===== config.mk =====
export PLATFORM = sky130hd
export DESIGN_NAME = reset_sequencer_flat
export DESIGN_NICKNAME = d
export VERILOG_FILES = /design/src/rtl/reset_sequencer_if.sv /design/src/rtl/reset_sequencer.sv /design/src/flat_wrapper.sv
export SDC_FILE = /design/constraint.sdc
export NUM_CORES = 1
export LEC_CHECK = 0
export ABC_AREA = 1
export CAP_MARGIN = 10
export CORE_UTILIZATION = 34
export DETAILED_ROUTE_END_ITERATION = 10
export PLACE_DENSITY_LB_ADDON = 0.3
export SETUP_SLACK_MARGIN = 0.02
export SLEW_MARGIN = 20
export SYNTH_ARGS = -nofsm -noshare
export SYNTH_HDL_FRONTEND = slang
export SYNTH_SLANG_ARGS = --single-unit

===== constraint.sdc =====
create_clock -name clk -period 4.85 [get_ports clk]
set_clock_uncertainty 0.1 [all_clocks]
set_input_delay 0.97 -clock clk [delete_from_list [all_inputs] [get_ports clk]]
set_output_delay 0.97 -clock clk [all_outputs]
set_load 0.02 [all_outputs]

===== src/rtl/reset_sequencer_if.sv =====
// Handshake bundle between the board-level reset controller and the reset sequencer.
// The sequencer takes the slave side. The master side drives restart, mask and acknowledges.
interface reset_sequencer_if #(
    parameter int NUM_CH = 4
);
    logic              restart;
    logic [NUM_CH-1:0] ch_wait_mask;
    logic [NUM_CH-1:0] ch_done;
    logic [NUM_CH-1:0] ch_rst_out;
    logic [3:0]        cur_ch;
    logic              seq_done;
    logic              timeout_err;

    modport master (
        output restart, ch_wait_mask, ch_done,
        input  ch_rst_out, cur_ch, seq_done, timeout_err
    );

    modport slave (
        input  restart, ch_wait_mask, ch_done,
        output ch_rst_out, cur_ch, seq_done, timeout_err
    );
endinterface


===== src/rtl/reset_sequencer.sv =====
// Power-up reset sequencer: releases subsystem resets one channel at a time in ascending order,
// optionally waiting for a per-channel acknowledge, with timeout detection and a restart input.
//
// state    | meaning
// ---------+------------------------------------------------------------
// HOLD     | counting STAGE_DLY cycles before releasing channel cur_ch
// WAIT_ACK | channel cur_ch released, waiting for its synchronized ack
// DONE     | every channel released and acknowledged
// ERROR    | ack of channel cur_ch timed out, all resets re-asserted
module reset_sequencer #(
    parameter int NUM_CH       = 4,
    parameter int CNT_W        = 16,
    parameter int STAGE_DLY    = 100,
    parameter int DONE_TIMEOUT = 65535,
    parameter int SYNC_STAGES  = 2
) (
    input logic               clk,
    input logic               rst,
    reset_sequencer_if.slave  bus
);
    localparam int               STAGE_EFF = (STAGE_DLY < 1) ? 1 : STAGE_DLY;
    localparam logic [CNT_W-1:0] HOLD_TC   = CNT_W'(STAGE_EFF - 1);
    localparam logic [CNT_W-1:0] ACK_TC    = CNT_W'(DONE_TIMEOUT - 1);
    localparam logic [3:0]       LAST_CH   = 4'(NUM_CH - 1);

    typedef enum logic [1:0] {
        S_HOLD,
        S_WAIT_ACK,
        S_DONE,
        S_ERROR
    } state_t;

    state_t            state_q, state_nxt;
    logic [CNT_W-1:0]  cnt_q, cnt_nxt;
    logic [3:0]        cur_q, cur_nxt;
    logic [NUM_CH-1:0] ch_rst_q, ch_rst_nxt;
    logic              seq_done_q, seq_done_nxt;
    logic              err_q, err_nxt;

    logic [SYNC_STAGES-1:0][NUM_CH-1:0] sync_q;
    logic [NUM_CH-1:0] sdone;
    logic [NUM_CH-1:0] mask_sh;
    logic [NUM_CH-1:0] sdone_sh;
    logic [NUM_CH-1:0] cur_bit;
    logic              mask_cur;
    logic              sdone_cur;
    logic              last_ch;

    always_ff @(posedge clk or negedge rst) begin
        if (!rst) begin
            sync_q <= '0;
        end else begin
            sync_q <= {sync_q[SYNC_STAGES-2:0], bus.ch_done};
        end
    end

    assign sdone = sync_q[SYNC_STAGES-1];

    // Shifting instead of indexing keeps the 4-bit channel number legal for any NUM_CH.
    assign mask_sh   = bus.ch_wait_mask >> cur_q;
    assign sdone_sh  = sdone >> cur_q;
    assign mask_cur  = mask_sh[0];
    assign sdone_cur = sdone_sh[0];
    assign cur_bit   = NUM_CH'(1) << cur_q;
    assign last_ch   = (cur_q == LAST_CH);

    always_ff @(posedge clk or negedge rst) begin
        if (!rst) begin
            state_q    <= S_HOLD;
            cnt_q      <= '0;
            cur_q      <= '0;
            ch_rst_q   <= '1;
            seq_done_q <= 1'b0;
            err_q      <= 1'b0;
        end else begin
            state_q    <= state_nxt;
            cnt_q      <= cnt_nxt;
            cur_q      <= cur_nxt;
            ch_rst_q   <= ch_rst_nxt;
            seq_done_q <= seq_done_nxt;
            err_q      <= err_nxt;
        end
    end

    always_comb begin
        state_nxt    = state_q;
        cnt_nxt      = cnt_q;
        cur_nxt      = cur_q;
        ch_rst_nxt   = ch_rst_q;
        seq_done_nxt = seq_done_q;
        err_nxt      = err_q;
        if (bus.restart) begin
            state_nxt    = S_HOLD;
            cnt_nxt      = '0;
            cur_nxt      = '0;
            ch_rst_nxt   = '1;
            seq_done_nxt = 1'b0;
            err_nxt      = 1'b0;
        end else begin
            case (state_q)
                S_HOLD: begin
                    if (cnt_q == HOLD_TC) begin
                        cnt_nxt    = '0;
                        ch_rst_nxt = ch_rst_q & ~cur_bit;
                        if (mask_cur) begin
                            state_nxt = S_WAIT_ACK;
                        end else if (last_ch) begin
                            state_nxt    = S_DONE;
                            seq_done_nxt = 1'b1;
                            ch_rst_nxt   = '0;
                        end else begin
                            cur_nxt = cur_q + 4'd1;
                        end
                    end else begin
                        cnt_nxt = cnt_q + 1'b1;
                    end
                end
                S_WAIT_ACK: begin
                    // An ack arriving on the terminal-count cycle still counts as in time.
                    if (sdone_cur) begin
                        cnt_nxt = '0;
                        if (last_ch) begin
                            state_nxt    = S_DONE;
                            seq_done_nxt = 1'b1;
                            ch_rst_nxt   = '0;
                        end else begin
                            state_nxt = S_HOLD;
                            cur_nxt   = cur_q + 4'd1;
                        end
                    end else if (cnt_q == ACK_TC) begin
                        state_nxt  = S_ERROR;
                        ch_rst_nxt = '1;
                        err_nxt    = 1'b1;
                    end else begin
                        cnt_nxt = cnt_q + 1'b1;
                    end
                end
                S_DONE: begin
                    ch_rst_nxt   = '0;
                    seq_done_nxt = 1'b1;
                end
                S_ERROR: begin
                    ch_rst_nxt = '1;
                    err_nxt    = 1'b1;
                end
                default: begin
                    state_nxt = S_HOLD;
                end
            endcase
        end
    end

    assign bus.ch_rst_out  = ch_rst_q;
    assign bus.cur_ch      = cur_q;
    assign bus.seq_done    = seq_done_q;
    assign bus.timeout_err = err_q;
endmodule


===== src/flat_wrapper.sv =====
// flat-port wrapper written by rule: the top's interface ports become plain ports
module reset_sequencer_flat 
#(
    parameter int NUM_CH       = 4,
    parameter int CNT_W        = 16,
    parameter int STAGE_DLY    = 100,
    parameter int DONE_TIMEOUT = 65535,
    parameter int SYNC_STAGES  = 2
)
  (clk, rst, bus_restart, bus_ch_wait_mask, bus_ch_done, bus_ch_rst_out, bus_cur_ch, bus_seq_done, bus_timeout_err);
  reset_sequencer_if #(.NUM_CH(NUM_CH)) bus_i ();
  input logic clk;
  input logic rst;
  input wire logic [$bits(bus_i.restart)-1:0] bus_restart;
  input wire logic [$bits(bus_i.ch_wait_mask)-1:0] bus_ch_wait_mask;
  input wire logic [$bits(bus_i.ch_done)-1:0] bus_ch_done;
  output wire logic [$bits(bus_i.ch_rst_out)-1:0] bus_ch_rst_out;
  output wire logic [$bits(bus_i.cur_ch)-1:0] bus_cur_ch;
  output wire logic [$bits(bus_i.seq_done)-1:0] bus_seq_done;
  output wire logic [$bits(bus_i.timeout_err)-1:0] bus_timeout_err;
  assign bus_i.restart = bus_restart;
  assign bus_i.ch_wait_mask = bus_ch_wait_mask;
  assign bus_i.ch_done = bus_ch_done;
  assign bus_ch_rst_out = bus_i.ch_rst_out;
  assign bus_cur_ch = bus_i.cur_ch;
  assign bus_seq_done = bus_i.seq_done;
  assign bus_timeout_err = bus_i.timeout_err;
  reset_sequencer #(.NUM_CH(NUM_CH), .CNT_W(CNT_W), .STAGE_DLY(STAGE_DLY), .DONE_TIMEOUT(DONE_TIMEOUT), .SYNC_STAGES(SYNC_STAGES)) u_core (.clk(clk), .rst(rst), .bus(bus_i));
endmodule

==> reports/summary.txt <==
Ant. Diodes: 0
First-pass GRT wire length: 9390 um
Placed inst area: 2650 um^2
Port Buf Inserts: 20
Clock power frac: 0.208
HP Class: flip-flop to flip-flop
Post-CTS Setup Inserts: 0
Final Hold Fails: 0
Sw frac: 0.426
TritonCTS Buffers: 5
Period utilisation layout: 0.555
Startpoint Class: primary input
Syn nets: 356
Ys flop type: dfrtp_1
Peak VDD IR: 0.139 mV
Die Width: 85.7 um
Final GP Congestion: 0.860
Clock Pin Slew Worst Setup and Hold Paths: 0.08 ns
Cells after Synth: 342
Pin count of the biggest net entering global routing: 37
Max-Cap Viols: 0
Fin cells: 461
Initial Util: 0.351
Max_slew headroom: 0.475
Arr. time, crit path: 2.82 ns
Slowest cell on the critical path: clkdlybuf4s50_1
Sequential share of power: 0.341
Outcome: finished clean
Remaining antenna violation count after routing: 0
Post-synth cell types: 27
DRC Markers: 0
Crit end category: flip-flop
Max Buffers Root-to-Sink: 2
Critical-path maximum fanout: 13
Top cells by count, synth: 118 x nand2_1, 38 x inv_1, 33 x nor2_1, 32 x dfrtp_1, 29 x nand3_1
Comb pwr share: 0.450
EDFF count, synth: 0
Via-per-instance ratio: 4.66
Switch Pwr: 0.000530 W
CP Buf/Inv Count: 2
NumNets Final: 378
GRT Util Overall: 0.161
Placed cells: 453
Max H-tree Level: 2
Routed wire length: 5320 um
Post-synth top area cell: dfrtp_1
R2R Path Start: u_core.cnt_q[0]
Leakage: 1.35 nW
Layout Utilization: 0.406
Rows: 30
Top Ports: 21
Pwr dens: 450 nW/um^2
Die area: 7350 um^2
Max Fclk: 371 MHz
Initial antenna violation count: 0
Synth warn: 0
Resized Gates After CTS: 0
Vias in the first global route: 2098
Sequential area share after synthesis: 0.380
Initial DRC count: 135
Root Buffer Master: clkbuf_8
Core area: 6790 um^2
FF+latch count, synth: 36
CP cell instances: clkdlybuf4s50_1 > inv_1 > nand2_2 > nor2_2 > a21oi_4 > nand2_1 > nand2_1 > nand2_1
Min cycle time layout: 2.69 ns
Avg Inst Size Synth: 6.97 um^2
GRT overflow: 0
Final Setup Violations: 0
Clk_lat worst skew: 0.29 ns
Crit-path leading delay family: buffers and inverters
Slew @ Worst Pin: 0.788 ns
Synth top area share: 0.336
Main area contributors after synthesis: dfrtp_1 34%, nand2_1 19%, nand3_1 6.1%, inv_1 6.0%, nor2_1 5.2%
Setup_tns: 0 ns
Synth Cell Area: 2380 um^2
FF-to-FF setup slack: 2.78 ns
CTS tree: built
Via count: 2148
Syn-to-layout area delta: 15.9%
Cell area after layout: 2760 um^2
Drt pass-1 iters: 4
Unrepaired setup endpoints after global routing: no
Slew Viols, Final: 0
WS Path Type: primary input to flip-flop
Share of cells above drive strength 1: 0.129
Hold Buf Count CTS: 0
FFs w/ async S/R, synth: 1.00
Top cell by count, worst path: nand2_1
Critical hold path startpoint: u_core.sync_q[3]
Crit-path max cell delay: 0.61 ns
P_int: 0.000714 W
Avg WL per Cell: 11.5 um
Setup crit start: bus_restart
Chip height: 85.7 um
Count leader, synth: nand2_1
Clk sinks: 36
Dpl hpwl: 4010 um
CP Data Required Time: 4.98 ns
WHS: 0.255 ns
sequential cells by signal, indices dropped and copies added, names as in the netlist:
register / count
u_core.sync_q: 4
u_core.bus.ch_rst_out: 4
u_core.sdone: 4
u_core.cnt_q: 16
u_core.bus.cur_ch: 4
u_core.state_q: 2
u_core.bus.timeout_err: 1
u_core.bus.seq_done: 1
kinds of logic (layout without fill, tap and decap cells):
logic type,Yosys count,count (layout),synth area share
AO/OA/AOI/OAI,36,36,0.0914
flip-flops,36,36,0.380
XOR/XNOR,9,9,0.0331
buffers and inverters,48,71,0.0861
AND/OR/NAND/NOR,210,210,0.393
adder cells (fa/ha/maj),3,3,0.0158
path summary, 6_finish.rpt:
path | to | cells after the start
setup reg to reg | u_core.bus.ch_rst_out[0] | 11
hold reg to reg | u_core.sdone[3] | 0
setup / recovery | u_core.bus.ch_rst_out[0] | 8
min in group asynchronous | u_core.sdone[0] | 1
max in group asynchronous | u_core.cnt_q[13] | 1
hold / removal | u_core.sdone[3] | 0
layer usage:
metal  global-route usage  vias up  share of wire
li1                     -     1119              -
met1                0.206      984           0.49
met2                0.276       36           0.46
met3               0.0308        9          0.039
met4               0.0500        0          0.015
met5                    0        -              0
final cells by class:
cell class                 count  area, um^2
clock buffer                   6        72.6
clock inverter                 2        35.0
fill                         721        4030
inverter                      43         161
multi-input combinational    258        1270
sequential                    36         906
tap                           96         120
timing repair buffer          20         195
power by group through the flow:
| stage | logic, W | clock network, W | registers, W |
|---|---|---|---|
| after floorplan | 0.000399 | 0 | 0.000442 |
| after global placement | 0.000558 | 0 | 0.000430 |
| after detailed placement | 0.000561 | 0 | 0.000430 |
| after CTS | 0.000564 | 0.000268 | 0.000425 |
| after global routing | 0.000637 | 0.000281 | 0.000433 |
| final | 0.000560 | 0.000259 | 0.000424 |
stage by stage:
stage               setup WS (ns)  total power [W]
CTS                          2.15          0.00126
finish                       2.16          0.00124
global route                 1.90          0.00135
floorplan                    2.90         0.000840
detailed placement           1.85         0.000992
global placement             1.90         0.000988
cells in the final DEF, fill, tap and decap left out, types with 4 or more instances in the layout:
master,Yosys,routed
inv_2,5,5
nand2_1,118,118
a21oi_1,10,10
nor3_1,5,5
dfstp_2,4,4
clkdlybuf4s50_1,0,19
o21ai_0,11,11
dfrtp_1,32,32
inv_1,38,38
o21ai_2,7,7
nand2_2,11,11
xor2_1,7,7
nor2_1,33,33
clkbuf_8,0,5
nor2_4,4,4
o21ai_1,7,7
nand3_1,29,29
No activity file was read; power rests on OpenSTA's default activity.
